[src/rtl/wb_arbiter_pkg.sv]
// Shared definitions for the write-back port arbiter: widths, source indices and
// the conflict detector helper.
package wb_arbiter_pkg;

    localparam int unsigned RF_ADDR_W = 5;
    localparam int unsigned RF_DATA_W = 32;
    localparam int unsigned CNT_WIDTH = 16;
    localparam int unsigned MAX_SRC   = 8;

    typedef enum logic [1:0] {
        SrcAlu = 2'd0,
        SrcLsu = 2'd1,
        SrcMdu = 2'd2
    } src_e;

    localparam int unsigned NUM_SRC_DEFAULT = int'(SrcMdu) + 1;

    localparam logic [CNT_WIDTH-1:0] CNT_MAX = {CNT_WIDTH{1'b1}};

    // True when two or more sources are requesting in the same cycle.
    function automatic logic multi_valid(input logic [MAX_SRC-1:0] v);
        int unsigned n;
        n = 0;
        for (int i = 0; i < int'(MAX_SRC); i++) begin
            if (v[i]) begin
                n = n + 1;
            end
        end
        return n >= 2;
    endfunction

endpackage

[src/rtl/wb_arbiter_rr_arbiter.sv]
// Round-robin grant generator: combinational one-hot grant searched upward from
// the registered pointer, which moves past the winner on every transfer.
module rr_arbiter
    import wb_arbiter_pkg::*;
#(
    parameter int unsigned NUM_SRC = NUM_SRC_DEFAULT,
    localparam int unsigned PTR_W = (NUM_SRC > 1) ? $clog2(NUM_SRC) : 1
) (
    input  logic               clk,
    input  logic               reset,
    input  logic [NUM_SRC-1:0] i_valid,
    output logic [NUM_SRC-1:0] o_grant,
    output logic               o_xfer
);

    logic [PTR_W-1:0] r_ptr;
    logic [PTR_W-1:0] w_ptr_next;
    logic [PTR_W-1:0] w_win;
    logic [PTR_W-1:0] w_hi;
    logic [PTR_W-1:0] w_lo;
    logic             w_hi_found;
    logic             w_lo_found;
    logic             w_any;

    // Descending scan leaves the lowest valid index at/above the pointer in w_hi and
    // the lowest below it in w_lo; the latter is the wrap-around candidate.
    always_comb begin
        w_hi       = '0;
        w_lo       = '0;
        w_hi_found = 1'b0;
        w_lo_found = 1'b0;
        for (int i = int'(NUM_SRC) - 1; i >= 0; i--) begin
            if (i_valid[i]) begin
                if (i >= int'(r_ptr)) begin
                    w_hi_found = 1'b1;
                    w_hi       = PTR_W'(i);
                end else begin
                    w_lo_found = 1'b1;
                    w_lo       = PTR_W'(i);
                end
            end
        end
        w_win = w_hi_found ? w_hi : w_lo;
        w_any = (w_hi_found || w_lo_found) && !reset;
    end

    always_comb begin
        o_grant = '0;
        for (int i = 0; i < int'(NUM_SRC); i++) begin
            o_grant[i] = w_any && (w_win == PTR_W'(i));
        end
    end

    assign o_xfer = w_any;

    always_comb begin
        w_ptr_next = r_ptr;
        if (w_any) begin
            w_ptr_next = (w_win == PTR_W'(NUM_SRC - 1)) ? '0 : w_win + 1'b1;
        end
    end

    always_ff @(posedge clk) begin
        if (reset) begin
            r_ptr <= '0;
        end else begin
            r_ptr <= w_ptr_next;
        end
    end

endmodule

[src/rtl/wb_arbiter.sv]
// Register-file write-port arbiter: picks one execution-unit result per cycle,
// registers it onto the write port and drops writes aimed at x0.
module wb_arbiter
    import wb_arbiter_pkg::*;
#(
    parameter int unsigned NUM_SRC        = NUM_SRC_DEFAULT,
    parameter int unsigned REG_ADDR_WIDTH = RF_ADDR_W,
    parameter int unsigned DATA_WIDTH     = RF_DATA_W
) (
    input  logic                              clk,
    input  logic                              reset,
    input  logic [NUM_SRC-1:0]                req_valid,
    input  logic [NUM_SRC*REG_ADDR_WIDTH-1:0] req_rd,
    input  logic [NUM_SRC*DATA_WIDTH-1:0]     req_data,
    output logic [NUM_SRC-1:0]                req_ready,
    output logic [REG_ADDR_WIDTH-1:0]         WrtBck_Addr,
    output logic [DATA_WIDTH-1:0]             WrtBck_Data,
    output logic                              Wr_En,
    output logic [CNT_WIDTH-1:0]              conflict_cnt
);

    logic [NUM_SRC-1:0]        w_grant;
    logic                      w_xfer;
    logic [REG_ADDR_WIDTH-1:0] w_rd;
    logic [DATA_WIDTH-1:0]     w_data;
    logic                      w_wr;
    logic                      w_conflict;

    logic                      r_wr_en;
    logic [REG_ADDR_WIDTH-1:0] r_addr;
    logic [DATA_WIDTH-1:0]     r_data;
    logic [CNT_WIDTH-1:0]      r_cnt;

    rr_arbiter #(
        .NUM_SRC (NUM_SRC)
    ) u_rr_arbiter (
        .clk     (clk),
        .reset   (reset),
        .i_valid (req_valid),
        .o_grant (w_grant),
        .o_xfer  (w_xfer)
    );

    assign req_ready = w_grant;

    // Grant is one-hot, so an OR of masked slices is the payload mux.
    always_comb begin
        w_rd   = '0;
        w_data = '0;
        for (int i = 0; i < int'(NUM_SRC); i++) begin
            if (w_grant[i]) begin
                w_rd   = w_rd   | req_rd[i*REG_ADDR_WIDTH +: REG_ADDR_WIDTH];
                w_data = w_data | req_data[i*DATA_WIDTH +: DATA_WIDTH];
            end
        end
    end

    assign w_wr       = w_xfer && (w_rd != '0);
    assign w_conflict = multi_valid(MAX_SRC'(req_valid));

    always_ff @(posedge clk) begin
        if (reset) begin
            r_wr_en <= 1'b0;
            r_addr  <= '0;
            r_data  <= '0;
            r_cnt   <= '0;
        end else begin
            r_wr_en <= w_wr;
            if (w_wr) begin
                r_addr <= w_rd;
                r_data <= w_data;
            end
            if (w_conflict && (r_cnt != CNT_MAX)) begin
                r_cnt <= r_cnt + 1'b1;
            end
        end
    end

    assign Wr_En        = r_wr_en;
    assign WrtBck_Addr  = r_addr;
    assign WrtBck_Data  = r_data;
    assign conflict_cnt = r_cnt;

endmodule

[config.mk]
export PLATFORM = sky130hd
export DESIGN_NAME = wb_arbiter
export DESIGN_NICKNAME = d
export VERILOG_FILES = /design/src/rtl/wb_arbiter_pkg.sv /design/src/rtl/wb_arbiter_rr_arbiter.sv /design/src/rtl/wb_arbiter.sv
export SDC_FILE = /design/constraint.sdc
export NUM_CORES = 1
export LEC_CHECK = 0
export BUFFER_PORTS_ARGS = -buffer_cell sky130_fd_sc_hd__buf_2
export CORE_ASPECT_RATIO = 0.7
export CORE_MARGIN = 5
export CORE_UTILIZATION = 43
export CTS_CLUSTER_SIZE = 10
export DETAILED_ROUTE_END_ITERATION = 7
export PLACE_DENSITY_LB_ADDON = 0.05
export SLEW_MARGIN = 20
export SYNTH_ARGS = -nofsm -noshare
export SYNTH_HDL_FRONTEND = slang
export SYNTH_SLANG_ARGS = --single-unit
[constraint.sdc]
create_clock -name clk -period 2.9 [get_ports clk]
set_input_delay 0.58 -clock clk [delete_from_list [all_inputs] [get_ports clk]]
set_output_delay 0.58 -clock clk [all_outputs]
set_load 0.02 [all_outputs]
==> results.sh <==
export IMPL_status="finished clean"
export IMPL_cts_resized=0
export IMPL_hpwl_mm=6.88
export IMPL_crit_fanout=33
export IMPL_placedCellCount=561
export IMPL_cts_setup_buffers=0
export IMPL_period_share=0.847
export IMPL_fin_skew_ns=0.00867
export IMPL_ir_drop_uv=234
export IMPL_ys_ff_latch=56
export IMPL_ys_seq_area_frac=0.406
export IMPL_syn_to_final_growth_pct=36.1
export IMPL_wirelength_mm=8.87
export IMPL_vias=3107
export IMPL_die_y_um=77.1
export IMPL_initialDrtViolationCount=223
export IMPL_synth_fp_nets=448
export IMPL_grt_setup_unrepaired="false"
export IMPL_crit_type="flop to flop"
export IMPL_final_cell_mix="buf_2, dfxtp_1, a21oi_1, nand4_1, a22o_1"
export IMPL_dpl_cell_area_mm2=0.00366
export IMPL_fin_crit_ns=2.46
export IMPL_fp_dieW_um=106
export IMPL_grtUsageTotal=0.210
export IMPL_fin_cells=569
export IMPL_yosysUniqueCellTypes=39
export IMPL_clock_latency_ns=0.30
export IMPL_cts_root_buf="clkbuf_8"
export IMPL_hold_depth=2
export IMPL_final_area_mm2=0.00376
export IMPL_grt_max_degree=36
export IMPL_required_ns=3.13
export IMPL_tightest_slew_ns=0.574
export IMPL_cts_sinks=56
export IMPL_antenna_found_initial=0
export IMPL_crit_chain="nor3b_1, o311a_1, a222oi_1, and4_1, and2_4, inv_2, o21ai_1"
export IMPL_ys_flop_type="dfxtp_1"
export IMPL_ios=173
export IMPL_cts_tree="yes"
export IMPL_overflow=0
export IMPL_grt_pass1_wl_mm=14.2
export IMPL_numCtsBuffers=5
export IMPL_p_leak_nw=1.74
export IMPL_htree_levels=2
export IMPL_setup_tns_ns=0
export IMPL_async_flop_share=0
export IMPL_drv_cap=0
export IMPL_cp_top_family="compound AO/OA/AOI/OAI gates"
export IMPL_finalHoldViolations=0
export IMPL_cts_clk_slew_worst_paths_ns=0.10
export IMPL_drv_slew=0
export IMPL_max_stage_delay_ns=0.50
export IMPL_cp_arrival_ns=2.69
export IMPL_grt_pass1_vias=2849
export IMPL_diodes=0
export IMPL_crit_path_top_delay_cell="dfxtp_1"
export IMPL_drt_pre_antenna_iters=5
export IMPL_finalPower_w=0.00186
export IMPL_hold_buffers=0
export IMPL_viasPerCell=5.46
export IMPL_start_kind="flop"
export IMPL_drc=0
export IMPL_routedWlPerCell_um=15.6
export IMPL_dieArea_mm2=0.00815
export IMPL_slew_headroom=0.616
export IMPL_gp_congestion=0.835
export IMPL_netlist_area_mm2=0.00276
export IMPL_start_util=0.442
export IMPL_setup_violations=0
export IMPL_synth_edff_count=0
export IMPL_reg2reg_depth=7
export IMPL_timing_fmax_ghz=0.407
export IMPL_clk_path_buf_depth=2
export IMPL_fin_nets=609
export IMPL_final_common_cell="buf_2"
export IMPL_power_density_mw_per_mm2=495
export IMPL_critPathBufInv=1
export IMPL_postSynthAreaPerCell_um2=8.40
export IMPL_drt_antenna_violating_nets=0
export IMPL_core_area_mm2=0.00625
export IMPL_core_rowCount=24
export IMPL_hp_class="flop to flop"
export IMPL_synth_yosys_warnings=0
export IMPL_crit_path_end_kind="flop"
export IMPL_worstSetupPathDepth=7
export IMPL_syn_inst=329
export IMPL_drive_gt1_frac=0.397
export IMPL_portBuffers=172
worst min-delay path: cells and delay by family (launching register included):
| family | cells | cell delay [ns] |
|---|---|---|
| flip-flops | 1 | 0.32 |
| AND/OR/NAND/NOR | 1 | 0.05 |
| AO/OA/AOI/OAI | 1 | 0.05 |
synthesized netlist by cell type, drive strengths merged, types with 3 or more instances:
cell     n  area (um^2)
dfxtp   56         1120
a21oi   40          200
o21ai   39          195
nand4   35          219
a22o    33          289
nor2    19         71.3
clkbuf  17         63.8
buf     13         82.6
nand2   12         45.0
inv      9         33.8
xnor2    8         70.1
nand3    6         30.0
a222oi   5         50.1
nor3     4         20.0
or3      4         25.0
ha       3         37.5
xor2     3         26.3
per-layer routing:
layer  wire, um  global-route usage  up-vias
li1           -                   -     1560
met1       4030               0.296     1422
met2       4020               0.329      123
met3        805              0.0604        2
met4         20              0.0259        0
met5          0                   0        -
per-stage QoR:
| stage | hold WS [ns] | worst slack, ns | util |
|---|---|---|---|
| after floorplan | 0.525 | 0.488 | - |
| after CTS | 0.461 | 0.460 | 0.602 |
| final | 0.458 | 0.443 | 0.602 |
| after global routing | 0.479 | 0.203 | 0.602 |
| after global placement | 0.442 | 0.287 | 0.587 |
| after detailed placement | 0.445 | 0.230 | 0.587 |
logic make-up (layout without fill, tap and decap cells):
logic type	count (synthesis)	in the layout	synth area share
multiplexers	2	2	0.00725
adder cells (fa/ha/maj)	3	3	0.0136
XOR/XNOR	11	11	0.0349
AO/OA/AOI/OAI	125	125	0.291
flip-flops	56	56	0.406
AND/OR/NAND/NOR	93	93	0.182
buffers and inverters	39	201	0.0652
report_power, final:
group / total (W) / switching, W / internal (W)
logic: 0.000535 / 0.000327 / 0.000208
registers: 0.000891 / 0.0000434 / 0.000848
clock network: 0.000432 / 0.000238 / 0.000195
total: 0.00186 / 0.000608 / 0.00125
flip-flops by register name (all words and copies together), names as in the netlist:
name                count
Wr_En                   1
WrtBck_Addr             5
WrtBck_Data            32
conflict_cnt           16
u_rr_arbiter.r_ptr      2
cell type report:
| cell class | instances | area, um^2 |
|---|---|---|
| Tap cell | 78 | 97.6 |
| Fill cell | 604 | 2490 |
| Sequential cell | 56 | 1120 |
| Timing Repair Buffer | 184 | 951 |
| Clock inverter | 1 | 7.51 |
| Inverter | 9 | 33.8 |
| Multi-Input combinational cell | 234 | 1460 |
| Clock buffer | 7 | 86.3 |
path summary, 6_finish.rpt:
kind,slack [ns],startpoint,to
setup / recovery,0.44,u_rr_arbiter.r_ptr[1],WrtBck_Addr[4]
hold / removal,0.46,WrtBck_Addr[0],WrtBck_Addr[0]
setup reg to reg,0.44,u_rr_arbiter.r_ptr[1],WrtBck_Addr[4]
hold reg to reg,0.46,WrtBck_Addr[0],WrtBck_Addr[0]
Power figures use the tool's default switching activity.
